## config.mk

```make
export PLATFORM = sky130hd
export DESIGN_NAME = maze_grid_sram
export DESIGN_NICKNAME = d
export VERILOG_FILES = /design/src/rtl/maze_grid_sram.sv
export SDC_FILE = /design/constraint.sdc
export NUM_CORES = 1
export LEC_CHECK = 0
export CAP_MARGIN = 30
export CORE_UTILIZATION = 62
export DETAILED_ROUTE_END_ITERATION = 8
export PLACE_DENSITY_LB_ADDON = 0.05
export SYNTH_ARGS = -nofsm -noshare
export SYNTH_HDL_FRONTEND = slang
export SYNTH_SLANG_ARGS = --single-unit
```

## constraint.sdc

```tcl
create_clock -name clk -period 5.2 [get_ports clk]
set_input_delay 0.52 -clock clk [delete_from_list [all_inputs] [get_ports clk]]
set_output_delay 0.52 -clock clk [all_outputs]
set_load 0.02 [all_outputs]
```

## src/rtl/maze_grid_sram.sv

```systemverilog
// Single-port grid memory for the maze router with per-bit write mask,
// 1- or 2-cycle registered reads and a clear engine that fills the whole grid.
module maze_grid_sram #(
    parameter int DATA_WIDTH = 8,
    parameter int ADDR_WIDTH = 6,
    parameter int RAM_DEPTH  = 64,
    parameter int READ_LAT   = 1
) (
    input  logic                  clk,
    input  logic                  rst,
    input  logic                  cs,
    input  logic                  we,
    input  logic [ADDR_WIDTH-1:0] address,
    input  logic [DATA_WIDTH-1:0] data_in,
    input  logic [DATA_WIDTH-1:0] wmask,
    output logic [DATA_WIDTH-1:0] data_out,
    output logic                  rd_valid,
    input  logic                  clr_start,
    input  logic [DATA_WIDTH-1:0] clr_value,
    output logic                  busy,
    output logic                  clr_done
);

    localparam logic [1:0] ST_IDLE  = 2'd0;
    localparam logic [1:0] ST_CLEAR = 2'd1;
    localparam logic [1:0] ST_DONE  = 2'd2;

    localparam logic [ADDR_WIDTH-1:0] LAST_ADDR = ADDR_WIDTH'(RAM_DEPTH - 1);

    logic [DATA_WIDTH-1:0] mem [RAM_DEPTH];

    logic [1:0]            state_reg, state_next;
    logic [ADDR_WIDTH-1:0] cnt_reg, cnt_next;
    logic [DATA_WIDTH-1:0] fill_reg, fill_next;

    logic                  in_range;
    logic                  clr_accept;
    logic                  user_ok;
    logic                  user_wr;
    logic                  user_rd;

    logic                  rd1_valid_reg;
    logic [DATA_WIDTH-1:0] rd1_data_reg;

    assign in_range   = ({1'b0, address} < (ADDR_WIDTH + 1)'(RAM_DEPTH));
    // A clear request in the same cycle as a user access takes priority.
    assign clr_accept = (state_reg == ST_IDLE) && clr_start;
    assign user_ok    = (state_reg != ST_CLEAR) && !clr_accept;
    assign user_wr    = user_ok && cs && we && in_range;
    assign user_rd    = user_ok && cs && !we;

    assign busy     = (state_reg == ST_CLEAR);
    assign clr_done = (state_reg == ST_DONE);

    always_comb begin
        state_next = state_reg;
        cnt_next   = cnt_reg;
        fill_next  = fill_reg;
        case (state_reg)
            ST_IDLE: begin
                if (clr_start) begin
                    state_next = ST_CLEAR;
                    cnt_next   = '0;
                    fill_next  = clr_value;
                end
            end
            ST_CLEAR: begin
                if (cnt_reg == LAST_ADDR) begin
                    state_next = ST_DONE;
                    cnt_next   = '0;
                end else begin
                    cnt_next = cnt_reg + 1'b1;
                end
            end
            ST_DONE: state_next = ST_IDLE;
            default: state_next = ST_IDLE;
        endcase
    end

    always_ff @(posedge clk or posedge rst) begin
        if (rst) begin
            state_reg <= ST_IDLE;
            cnt_reg   <= '0;
            fill_reg  <= '0;
        end else begin
            state_reg <= state_next;
            cnt_reg   <= cnt_next;
            fill_reg  <= fill_next;
        end
    end

    // Storage has no reset so it can map onto block RAM.
    always_ff @(posedge clk) begin
        if (state_reg == ST_CLEAR) begin
            mem[cnt_reg] <= fill_reg;
        end else if (user_wr) begin
            mem[address] <= (mem[address] & ~wmask) | (data_in & wmask);
        end
    end

    always_ff @(posedge clk or posedge rst) begin
        if (rst) begin
            rd1_valid_reg <= 1'b0;
            rd1_data_reg  <= '0;
        end else begin
            rd1_valid_reg <= user_rd;
            if (user_rd) begin
                rd1_data_reg <= in_range ? mem[address] : '0;
            end
        end
    end

    generate
        if (READ_LAT == 2) begin : g_lat2
            logic                  rd2_valid_reg;
            logic [DATA_WIDTH-1:0] rd2_data_reg;

            always_ff @(posedge clk or posedge rst) begin
                if (rst) begin
                    rd2_valid_reg <= 1'b0;
                    rd2_data_reg  <= '0;
                end else begin
                    rd2_valid_reg <= rd1_valid_reg;
                    if (rd1_valid_reg) begin
                        rd2_data_reg <= rd1_data_reg;
                    end
                end
            end

            assign data_out = rd2_data_reg;
            assign rd_valid = rd2_valid_reg;
        end else begin : g_lat1
            assign data_out = rd1_data_reg;
            assign rd_valid = rd1_valid_reg;
        end
    endgenerate

endmodule

```

Word level (Yosys, flattened, before mapping) --
Memories as Yosys holds them, arrays and structs flattened. Cells that the tools add are included.
Word-level totals: register bits 25, RAM bits 512, bits of input ports 35, output and inout bits 11, logic and storage cells 44, memories kept 1
Cells by class: add/subtract/negate cells 1, eq/ne operators 6, muxes and demuxes 14, bitwise gates (word level) 4, reduce and logical (&&, ||, !) cells 13
Memory list:
- mem | depth 64, bits a word 8, read ports 1, clocked after memory_dff 0, write ports 1, RTL line 30 | logic [DATA_WIDTH-1:0] mem [RAM_DEPTH];
Operators by type and width (number):
- $mux W6 | 3
- $and A8 B8 Y8 | 2
- $pmux W6 S2 | 1
- $mux W8 | 1
- $not A8 Y8 | 1
- $or A8 B8 Y8 | 1
- $reduce_or A8 Y1 | 1
- $add A6 B1 Y6 const B | 1
- $eq A6 B6 Y1 const B | 1
- $mux W1 | 6
- $reduce_and A2 Y1 | 3
- $logic_and A1 B1 Y1 | 5
- $mux W2 | 2
- $ne A2 B1 Y1 const B | 2
- $pmux W2 S2 | 1
- $eq A2 B1 Y1 const B | 1
- $eq A2 B2 Y1 const B | 1
- $logic_not A1 Y1 | 2
- $logic_not A2 Y1 | 1
- $ne A2 B2 Y1 const B | 1
- $reduce_bool A2 Y1 | 1

Logic depth before layout (Yosys ltp) --
Gate-level depths: netlist of run 1.
depth after elaboration 11, mapped depth 8, gate-level depth less buffers 6

Least setup slack after synthesis of run 1 --
OpenSTA, ideal clock, no wires.
kind input-to-reg, start input address[1], end memory mem[0][5], data pin, arrival 4.327 ns, required time 4.478 ns, setup slack 0.151 ns, stages on the path 8, path buffers 3, cells stage by stage buf_2 -> buf_2 -> buf_1 -> mux4_2 -> a22oi_1 -> a21oi_1 -> nor4_2 -> o31ai_1
On the way: cells in the longest elaborated chain, start to end 4
RTL lines:
- start, declared | RTL line 13 | input logic [ADDR_WIDTH-1:0] address,
- $mem_v2 Z64 W8
- $and A8 B8 Y8 | RTL line 97 | mem[address] <= (mem[address] & ~wmask) | (data_in & wmask);
- $or A8 B8 Y8 | RTL line 97
- $mux W8 (no source line)
- end, declared | RTL line 30
Every way passes these cells.

Worst setup path after layout of run 1 --
start register state_reg[0], end memory mem[52][2] (enable)
On the way: cells in the longest elaborated chain, start to end 11, elaborated cells between the ends (all ways) 16, classes of those cells eq/ne: 2; mux: 7; reduce/logical: 7
RTL lines:
- start, declared | RTL line 32 | logic [1:0] state_reg, state_next;
- start signal, assigned | RTL line 86 | state_reg <= state_next;
- $logic_not A2 Y1 | RTL line 47 | assign clr_accept = (state_reg == ST_IDLE) && clr_start;
- $logic_and A1 B1 Y1 | RTL line 47
- $logic_not A1 Y1 | RTL line 48 | assign user_ok = (state_reg != ST_CLEAR) && !clr_accept;
- $logic_and A1 B1 Y1 | RTL line 48
- $logic_and A1 B1 Y1 (2 in series) | RTL line 49 | assign user_wr = user_ok && cs && we && in_range;
- $mux W1 | RTL line 96 | end else if (user_wr) begin
- $mux W1 | RTL line 94 | if (state_reg == ST_CLEAR) begin
- $mux W1 (implied by the code) | RTL line 97
- $reduce_or A8 Y1 (no source line)
- $mux W6 (no source line) / $mux W1 (equally long branches)
Several ways; a longest one is shown, not always the timed one.

==> results of run 1 <==
-- routing by layer --
layer  global-route usage, %  vias to the layer above  share of wire [%]
met5                       0                        -                  0
met4                    7.98                        0                2.4
met3                    4.29                       71                9.0
met2                    43.3                      556                 48
met1                    41.3                     5472                 41
li1                        -                     4469                  -
-- cell usage in the layout (no fill, tap or decap), types with 11 or more instances in the layout --
cell type        count
a21oi_1             42
a22oi_1             62
and3_1              12
buf_4               28
clkbuf_1            15
clkbuf_16           54
clkdlybuf4s50_1     43
dfrtp_1             25
edfxtp_1           512
mux4_2             128
nand2_1             23
nand2b_1            12
nor2_1              73
o21ai_1             11
-- power breakdown --
group	switching (W)	total, W	leakage [nW]	internal (W)
Combinational	0.00133	0.00184	1.84	0.000509
Sequential	0.000140	0.00583	4.93	0.00569
Clock	0.00156	0.00359	0.791	0.00204
Total	0.00303	0.0113	7.56	0.00824
-- stage by stage --
stage	instance area, um2	hold WS (ns)
2_1_floorplan	21100	0.481
3_3_place_gp	22300	0.470
3_5_place_dp	22300	0.477
4_1_cts	23900	0.266
5_1_grt	24000	0.296
6_report	24000	0.273
-- worst max-delay path: cells and delay by family (launching register included) --
| family | cells | cell delay (ns) |
|---|---|---|
| flops | 1 | 0.41 |
| simple gates | 3 | 1.86 |
| compound gates | 1 | 0.63 |
| mux | 1 | 0.87 |
-- synthesized netlist by cell type, drive strengths merged, types with 12 or more instances --
cell,count,share of area (%)
a21oi,42,1.0
a22oi,64,2.3
and3,12,0.36
buf,30,0.92
clkbuf,32,0.57
dfrtp,25,3.0
edfxtp,512,73
mux4,128,14
nand2,23,0.41
nand2b,12,0.36
nor2,74,1.3
o21ai,17,0.40
-- cell type report --
type	instances	area [um2]
flip-flops and latches	537	16000
fillers	1992	9570
multi-input cells	440	4900
clock buffers	71	1440
repair buffers	82	852
well taps	448	561
clock inverters	27	199
inverters	4	15.0
-- worst min-delay path by stage --
stage / start / end / slack, ns / cells past startpoint
6_report: rst / fill_reg[6]$_DFFE_PP0P_ / 0.27 / 2
5_1_grt: rst / fill_reg[6]$_DFFE_PP0P_ / 0.30 / 2
4_1_cts: rst / fill_reg[6]$_DFFE_PP0P_ / 0.27 / 2
3_5_place_dp: data_out[6]$_DFFE_PP0P_ / data_out[6]$_DFFE_PP0P_ / 0.48 / 2
3_3_place_gp: data_out[2]$_DFFE_PP0P_ / data_out[2]$_DFFE_PP0P_ / 0.47 / 2
2_1_floorplan: fill_reg[0]$_DFFE_PP0P_ / fill_reg[0]$_DFFE_PP0P_ / 0.48 / 1
-- cell families (layout without fill, tap and decap cells) --
logic type | count (synthesis) | in the layout | synth area share (%)
AO/OA/AOI/OAI | 139 | 139 | 4.30
buffers and inverters | 66 | 184 | 1.56
AND/OR/NAND/NOR | 155 | 155 | 3.75
adder cells (fa/ha/maj) | 1 | 1 | 0.0593
flip-flops | 537 | 537 | 75.8
multiplexers | 145 | 145 | 14.5
==> out/qor.yml, run 1 <==
floorplanning:
  die_h_um: 187
  coreArea_mm2: 0.0335
  fp-row-count: 67
  dieArea_mm2: 0.0348
  initial_core_util_pct: 62.9
  die_w_um: 187
  io_pins: 46
timing:
  fin_crit_ns: 4.15
  fin_skew_ns: 0.0274
  setup_violations: 0
  rsz0062_at_grt: "no"
  final_max_slew_viol_count: 0
  tightest_slew_ns: 1.01
  slew_headroom_pct: 32.2
  timing.final.ws_setup_ns: 1.05
  final.setup.tns_ns: 0
  fmax_mhz: 241
  post-route-period-util_pct: 79.8
  hold_viol: 0
cts:
  clkLatencyLatePin_ns: 0.59
  postCtsSetupBuffers: 0
  cts_max_path_buffers: 3
  cts_root_buf: "clkbuf_16"
  holdBufCountCts: 0
  path_clk_slew_ns: 0.06
  cts_sinks: 537
  cts_repair_resize_count: 0
  cts_buffers: 52
  tritoncts: "yes"
  cts_max_level: 2
synth:
  yosysWarnings: 0
  avgSynthCellArea_um2: 20.2
  synth_edf_count: 512
  yosysSeqAreaShare_pct: 75.8
  ys_async_sr_fraction_pct: 4.66
  ys.flop_type: "edfxtp_1"
  synth_cells: 1043
  netlist_area_mm2: 0.0211
  syn_nets: 1079
  ys_ff_latch: 537
  synth.distinct_cells: 40
final_layout:
  num_antenna_cells: 0
  nets: 1153
  instances_no_fill: 1609
  final_util_pct: 71.4
  drive_gt1_share_pct: 24.2
  area_delta_synth_final_pct: 13.5
  largest_reg_flops: 512
grt:
  grt.total_usage_pct: 27.6
  gr-total-overflow: 0
  antenna_found_initial: 0
  first_global_vias: 10700
  grt_pass1_wl_um: 69500
  grt_start_max_net_pins: 65
drt:
  drt_iter0_drc: 1153
  ant_nets: 0
  wl_um: 46700
  vias_per_cell: 6.57
  drt_first_pass_iters: 5
  drc: 0
  vias: 10600
  wire_per_inst_um: 29.0
setup_path:
  setup.worst_path.end_class: "flop"
  path_cells: "o21bai_1 -> and3_1 -> mux2i_1 -> nand2_1 -> nor2_1"
  ff2ff_setup_slack_ns: 1.05
  reg2reg_from: "state_reg[0]$_DFFE_PP0P_"
  setup.worst_path.end: "mem[52][2]$_DFFE_PP_"
  cp_slowest_stage_delay_ns: 0.87
  worstPathArrival_ns: 4.35
  worstPathRequired_ns: 5.40
  path_max_fanout: 17
  rr_endpoint: "mem[52][2]$_DFFE_PP_"
  cpMaxStageDelayCell: "mux2i_1"
  crit_start: "state_reg[0]$_DFFE_PP0P_"
  worstSetupStartpointType: "flop"
  r2r.worst_path.cells: 5
  worstSetupPathType: "reg -> reg"
place:
  port_buffers: 45
  post-place-ws_ns: 0.562
  gp_congestion: 0.897
  dp_hpwl_um: 28700
  dp.cells: 1509
min_path:
  hold_path.class: "in -> async"
power:
  vdd_drop_max_uv: 476
  p_leak_nw: 7.56
  p_total_w: 0.0113
  p_per_area_mw_per_mm2: 470
flow_run:
  maxCapViolCount: 0
status:
  status: "complete, no violations"
(Power assumes the default switching activity.)
==> inputs of run 2 (changes only) <==
CORE_UTILIZATION = 56   (was 62)
clock period = 3.5 ns   (was 5.2 ns; I/O delays follow)
==> run 2 against run 1 <==
Effect of this change: critical path depth grew 3; die area rose by 11%; final area rose by 3.4%; critical endpoint is now mem[17][3]$_DFFE_PP_; sequential power is 48% higher; sequential share of layout area down 2.2 points; setup slack lost 0.43 ns; core utilization decreased by 4.3 points; count of clock-buffer cells in the layout increased by 2; flip-flop and latch count stayed put; clock skew about the same; routed wire length is 3.8% higher.
==> out/qor.yml, run 2 (same netlist as run 1, synthesis figures left out) <==
timing:
  setup_violations: 0
  timing.final.ws_setup_ns: 0.622
  fin_skew_ns: 0.0277
  fin_crit_ns: 2.88
  hold_viol: 0
  tightest_slew_ns: 0.954
  slew_headroom_pct: 35.9
  post-route-period-util_pct: 82.2
  fmax_mhz: 347
  rsz0062_at_grt: "no"
  final_max_slew_viol_count: 0
setup_path:
  path_delay_family: "buffers and inverters"
  cpMaxStageDelayCell: "nor4_2"
  path_common_cell: "buf_12"
  worstPathArrival_ns: 3.17
  path_max_fanout: 64
  setup.worst_path.end_class: "flop"
  path_buf_inv: 3
  cp_slowest_stage_delay_ns: 0.65
  path_cells: "clkbuf_8 -> buf_12 -> mux4_2 -> a22oi_1 -> a21oi_1 -> nor4_2 -> o31ai_4 -> buf_12"
  worstSetupStartpointType: "input pin"
  worstSetupPathType: "in -> reg"
  worstPathRequired_ns: 3.79
status:
  status: "complete, no violations"
drt:
  vias_per_cell: 6.15
  vias: 10800
  wire_per_inst_um: 27.7
  wl_um: 48500
  drt_first_pass_iters: 7
  drc: 0
  ant_nets: 0
  drt_iter0_drc: 930
final_layout:
  num-fill-cells: 2419
  final_common_cell: "edfxtp_1"
  instances_no_fill: 1748
  area_delta_synth_final_pct: 17.4
  design_area_mm2: 0.0248
  final_util_pct: 67.2
  layout_common_cells: "512 x edfxtp_1, 128 x mux4_2, 102 x buf_4, 73 x nor2_1, 62 x a22oi_1"
  drive_gt1_share_pct: 28.9
  nets: 1239
  num_antenna_cells: 0
  largest_reg_flops: 512
grt:
  first_global_vias: 10900
  grt_start_max_net_pins: 65
  grt_pass1_wl_um: 72100
  gr-total-overflow: 0
  grt.total_usage_pct: 26.4
  antenna_found_initial: 0
place:
  place_area_mm2: 0.0232
  dp.cells: 1652
  port_buffers: 45
  post-place-ws_ns: 0.0684
  dp_hpwl_um: 30800
  gp_congestion: 0.852
cts:
  cts_root_buf: "clkbuf_16"
  cts_max_path_buffers: 3
  cts_sinks: 537
  cts_buffers: 52
  path_clk_slew_ns: 0.06
  clkLatencyLatePin_ns: 0.60
  tritoncts: "yes"
  cts_max_level: 2
  postCtsSetupBuffers: 0
floorplanning:
  dieArea_mm2: 0.0385
  fp-row-count: 70
  io_pins: 46
  coreArea_mm2: 0.0369
  die_w_um: 196
  die_h_um: 196
  initial_core_util_pct: 57.2
flow_run:
  maxCapViolCount: 0
min_path:
  hold_path.class: "in -> reg"
power:
  p_total_w: 0.0168
  p_leak_nw: 8.05
  p_per_area_mw_per_mm2: 678
  vdd_drop_max_uv: 452
-- run 2: changes by cell type in the layout (fill, tap and decap cells not counted), sizes merged --
cell,change
dlygate4sd3,+1
buf,+85
clkinvlp,-3
clkinv,-4
clkbuf,+2
inv,+2
-- run 2: metrics by stage --
step           hold WS, ns  setup TNS, ns
6_report             0.364              0
5_1_grt              0.369              0
4_1_cts              0.349              0
3_5_place_dp         0.475              0
3_3_place_gp         0.472              0
2_1_floorplan        0.377         -53.06
-- run 2: report_power, final --
group | switching [W] | leakage (nW) | internal, W | total [W]
combinational | 0.00197 | 2.35 | 0.000959 | 0.00293
clock | 0.00227 | 0.772 | 0.00297 | 0.00524
sequential | 0.000182 | 4.93 | 0.00843 | 0.00862
total | 0.00443 | 8.05 | 0.0124 | 0.0168
-- run 2: layer usage --
layer,GRT usage (%),wire (um),vias up
li1,-,-,4641
met1,37.2,20100,5614
met2,42.1,23500,420
met3,4.54,3350,78
met4,9.55,1480,0
met5,0,0,-
-- run 2: what timing repair did --
action,CTS,global route
hold endpoints to repair,5,0
resized for setup,0,0
hold buffers,1,0
-- run 2: final cells by class --
class / instances / area, um2 / area share, %
clock buffer: 73 / 1420 / 5.74
clock inverter: 22 / 159 / 0.642
inverter: 4 / 15.0 / 0.0606
multi-input combinational: 440 / 4900 / 19.8
sequential: 537 / 16000 / 64.6
tap: 504 / 631 / 2.55
timing repair buffer: 168 / 1650 / 6.65
-- run 2: worst paths after layout --
check                                         start                       to  depth (start not counted)  slack [ns]
min in group asynchronous                       rst  data_out[4]$_DFFE_PP0P_                          3        0.62
max                                      address[0]     mem[17][3]$_DFFE_PP_                          8        0.62
min reg2reg                 data_out[4]$_DFFE_PP0P_  data_out[4]$_DFFE_PP0P_                          2        0.48
min                                    clr_value[2]  fill_reg[2]$_DFFE_PP0P_                          2        0.36
max reg2reg                state_reg[0]$_DFFE_PP0P_     mem[15][3]$_DFFE_PP_                          6        0.64
max in group asynchronous                       rst  data_out[7]$_DFFE_PP0P_                          4        2.47
==> RTL change 1: new RTL, flow settings as in run 2 <==
Change the parameter `DATA_WIDTH` from 8 to 12.
--- a/src/rtl/maze_grid_sram.sv
+++ b/src/rtl/maze_grid_sram.sv
@@ -1,7 +1,7 @@
 // Single-port grid memory for the maze router with per-bit write mask,
 // 1- or 2-cycle registered reads and a clear engine that fills the whole grid.
 module maze_grid_sram #(
-    parameter int DATA_WIDTH = 8,
+    parameter int DATA_WIDTH = 12,
     parameter int ADDR_WIDTH = 6,
     parameter int RAM_DEPTH  = 64,
     parameter int READ_LAT   = 1
Interface: changed (resized clr_value, data_in, data_out and wmask); port bits go from 46 to 62. The function was not compared with the original's and may differ.
==> RTL change 1 against run 2 <==
- routed wire length increased by 58%
- final area rose by 47%
- clock skew is 1.0 ps higher
- power up 51%
- worst setup slack gained 45 ps
- area after synthesis rose by 47%
- clock power increased by 59%
- critical endpoint is now mem[39][10]
- first-iteration DRC count grew 93%
- sequential cell count up 264
==> RTL change 1: results (changes against run 2) <==
status:
  status: "finished clean"
drt:
  met3_length_um: 7818  # +130%
  wl_met2_um: 35730  # +52%
  dr.pass1.iters: 5  # -2
  drtIter0Drc: 1794  # +93%
  vias: 15820  # +47%
  wl_met1_um: 31180  # +55%
place:
  portBuffers: 61  # +36%
  globalplace.congestion: 0.8348  # -2.0%
  postPlaceCellArea_um2: 33920  # +46%
  dp_cells: 2298  # +39%
  hpwl_um: 48270  # +57%
yosys:
  ys_seq_area_share_pct: 76.97  # +1.2 points
  synth_edf_count: 768  # +50%
  yosysUniqueCellTypes: 38  # -5.0%
  synth.top_cells.by_count: "edfxtp_1, mux4_2, a22oi_1"
  synthArstFlopShare_pct: 4.120  # -0.54 points
  syn_avg_cell_area_um2: 21.14  # +4.5%
  synthTopCellsByArea: "edfxtp_1, mux4_2, dfrtp_1"
  yosysWarnings: 0  # unchanged
finish:
  nNetsFinal: 1733  # +40%
  layout-drive-gt1-share_pct: 29.30  # +0.36 points
  largest_reg_flops: 768  # +50%
  stdcell_count: 2447  # +40%
  fillers: 3427  # +42%
clock_tree:
  insertion_delay_ps: 620  # +20 ps
  postCtsSetupBuffers: 0  # unchanged
  cts_buffers: 80  # +54%
grt:
  grt_pass1_wl_um: 110500  # +53%
  grt_start_max_net_pins: 65  # unchanged
  grt_use_total_pct: 28.07  # +1.7 points
pwr:
  peakVddDrop_mv: 0.5409  # +20%
  p_sw_share_pct: 26.15  # -0.22 points
  p_leak_nw: 11.78  # +46%
critical_path:
  max_stage_delay_ps: 720  # +70 ps
timing:
  clock_skew_ps: 28.70  # +1.047 ps
  worst_pin_slew_ps: 1013  # +58.23 ps
hold_path:
  worstHoldPathType: "in -> async"
## RTL change 1: cell types whose count changed after synthesis, sizes merged, moves of 6 or more
cell / before / now
a22oi: 64 / 97
clkbuf: 32 / 46
nand2: 23 / 30
mux4: 128 / 192
buf: 30 / 36
a21oi: 42 / 60
edfxtp: 512 / 768
dfrtp: 25 / 33
o21ai: 17 / 23
## RTL change 1: worst paths after layout
| path | slack [ps] | end | startpoint |
|---|---|---|---|
| min in group clk | 350 | fill_reg[8] | clr_value[8] |
| min | 140 | fill_reg[7] | rst |
| max in group asynchronous | 2980 | fill_reg[4] | rst |
| max | 670 | mem[39][10] | mem[50][10] |
| min reg2reg | 480 | data_out[9] | data_out[9] |
| max reg2reg | 670 | mem[39][10] | mem[50][10] |
## RTL change 1: stage by stage
stage	utilization [%]	hold WS (ps)	TNS (ps)	power [W]	worst slack [ps]
final	67.25	142.5	0	0.02534	666.8
after global routing	67.25	197.9	0	0.02612	529.6
after CTS	67.24	151.6	0	0.02545	663.9
after detailed placement	62.54	476.9	0	0.01719	27.01
after global placement	62.54	476.7	0	0.01704	32.52
after floorplan	-	478.9	-99090	0.01500	-197.4
## RTL change 1: per-layer routing
metal,global-route usage (%),vias up
met5,0,-
met2,42.51,767
met4,7.566,0
met3,7.363,108
li1,-,6601
met1,41.06,8344
## RTL change 1: cell families after synthesis
| logic type | after synthesis | share of synthesized area [%] |
|---|---|---|
| DFF | 801 | 76.97 |
| muxes | 213 | 14.67 |
| AOI/OAI and AO/OA | 200 | 4.169 |
| and+or+nand+nor | 164 | 2.729 |
| buffers and inverters | 89 | 1.423 |
| adders and majority gates | 1 | 0.04031 |
## RTL change 1: power groups by stage
stage,registers (W),clock network [W],logic [W]
2_1_floorplan,0.0130,0,0.00197
3_3_place_gp,0.0130,0,0.00408
3_5_place_dp,0.0130,0,0.00421
4_1_cts,0.0128,0.00846,0.00421
5_1_grt,0.0128,0.00882,0.00446
6_report,0.0128,0.00835,0.00421
## RTL change 1: cell type report
cell class,instances,area [um^2],area share (%)
Timing Repair Buffer,217,2241,6.143
Sequential cell,801,23890,65.49
Multi-Input combinational cell,578,6905,18.93
Clock buffer,102,2127,5.831
Inverter,7,26.28,0.07203
Clock inverter,46,419.2,1.149
Tap cell,696,870.8,2.387
## RTL change 1: worst max-delay path, delay by kind of cell (launching register included)
kind            cells  cell delay (ps)
compound gates      3              710
buf+inv             1              230
flops               1              380
mux                 1              470
simple gates        1              720
==> RTL change 2: new RTL, settings of run 2 <==
Made on the original files. Reset style: synchronous (`rst`), changed in 3 clocked blocks.
--- a/src/rtl/maze_grid_sram.sv
+++ b/src/rtl/maze_grid_sram.sv
@@ -77,7 +77,7 @@
         endcase
     end
 
-    always_ff @(posedge clk or posedge rst) begin
+    always_ff @(posedge clk) begin
         if (rst) begin
             state_reg <= ST_IDLE;
             cnt_reg   <= '0;
@@ -98,7 +98,7 @@
         end
     end
 
-    always_ff @(posedge clk or posedge rst) begin
+    always_ff @(posedge clk) begin
         if (rst) begin
             rd1_valid_reg <= 1'b0;
             rd1_data_reg  <= '0;
@@ -115,7 +115,7 @@
             logic                  rd2_valid_reg;
             logic [DATA_WIDTH-1:0] rd2_data_reg;
 
-            always_ff @(posedge clk or posedge rst) begin
+            always_ff @(posedge clk) begin
                 if (rst) begin
                     rd2_valid_reg <= 1'b0;
                     rd2_data_reg  <= '0;
Formal check against the unedited RTL: not equivalent (a bounded check fails within 4 cycles, from zero or initial values and one cycle with rst high; the reset may be asserted at any time).
==> RTL change 2 against run 2 <==
- count of clock-buffer cells in the layout down 5
- fmax is 0.59% lower
- global-route usage increased by 1.7 points
- worst setup slack got worse by 17 ps
- critical endpoint is now mem[32][1]
- critical path depth decreased by 1
- utilization fell by 0.35 points
- area after synthesis rose by 0.97%
- routed wire length rose by 8.3%
- sequential cell count is the same
- worst hold slack got worse by 60 ps
- final area up 1.4%
- die area increased by 0.96%
Power is not compared: it rests on default switching activity, and its combinational part moved more than twofold at a synthesized area within 25%.
==> RTL change 2: results (changes against run 2) <==
status:
  status: "finished clean"
yosys:
  synth.top_cells.by_count: "edfxtp_1, mux4_2, nor2_1"
  synthTopCellsByArea: "edfxtp_1, mux4_2, dfxtp_1"
  synthAdderAreaFrac_pct: 0.05871  # -0.00057 points
  synthArstFlopShare_pct: 0  # -4.7 points
  syn_nets: 1160  # +7.5%
  synth-compound-area-share_pct: 4.462  # +0.16 points
finish:
  multi_input_area_share_pct: 20.31  # +0.54 points
  inverters_excl_clock: 9  # +5
  nClkBuffers: 68  # -6.8%
  n_all_buffers: 190  # +13%
  layout-drive-gt1-share_pct: 26.05  # -2.9 points
timing:
  worst_pin_slew_ps: 841.5  # -112.9 ps
  clock_skew_ps: 25.74  # -1.914 ps
drt:
  dr.pass1.iters: 5  # -2
  post_drt_wl_per_cell_um: 28.19  # +1.7%
  vias: 11590  # +7.8%
critical_path:
  cp.arrival_ps: 3220  # +50 ps
  worstRegToRegCells: 7  # +1
  r2r_slack_ps: 600  # -40 ps
grt:
  first_global_vias: 11440  # +4.9%
  grt_pass1_wl_um: 76850  # +6.6%
clock_tree:
  cts_buffers: 53  # +1.9%
place:
  hpwl_um: 34850  # +13%
hold_path:
  min_from: "clr_value[4]"
RTL change 2: cell count changes after synthesis, moves of 11 or more:
cell     before  now
mux2i_1       7   47
nand2_1      23   61
a22oi_1      62   28
dfrtp_1      25    0
dfxtp_1       0   25
mux4_2      128  112
nor2_1       74   90
a21oi_1      42   27
o21ai_0       6   19
o22ai_1       2   13
RTL change 2: power breakdown:
| part | switching [W] | leakage (nW) | internal, W | total (W) |
|---|---|---|---|---|
| Combinational | 0.000548 | 2.63 | 0.000362 | 0.000909 |
| Sequential | 0.0000141 | 4.92 | 0.00712 | 0.00714 |
| Clock | 0.00234 | 0.820 | 0.00316 | 0.00549 |
RTL change 2: worst max path at each step:
stage	startpoint	endpoint	slack, ps	cells after the start
2_1_floorplan	address[0]	mem[0][1]	480	8
4_1_cts	mem[58][1]	mem[10][1]	590	7
6_report	mem[58][1]	mem[32][1]	600	7
5_1_grt	mem[58][1]	mem[10][1]	570	7
3_5_place_dp	address[0]	mem[35][1]	160	9
3_3_place_gp	address[0]	mem[34][1]	170	9
RTL change 2: metal layers:
metal	routed length (um)	global-route usage, %
met1	22840	42.33
met2	24860	43.91
met3	3787	3.739
met4	996	7.608
met5	0	0
RTL change 2: metrics by stage:
step                      setup WS (ps)  hold slack [ps]  cell area (um^2)  std cells
final                             604.4            304.3             25110       1862
after global routing              574.3            299.5             25110       1862
after CTS                         589.6            280.5             25110       1862
after detailed placement          161.1            451.3             23450       1768
after global placement            172.8            445.8             23430       1767
after floorplan                   475.8            436.6             21330       1124
RTL change 2: critical path: stages, from the launching register on:
cell and delay (ps):
edfxtp_1 370, mux4_1 520, mux4_2 510, o22ai_1 330, nor3_1 160, a211oi_1 360, o21ai_4 140, buf_12 180
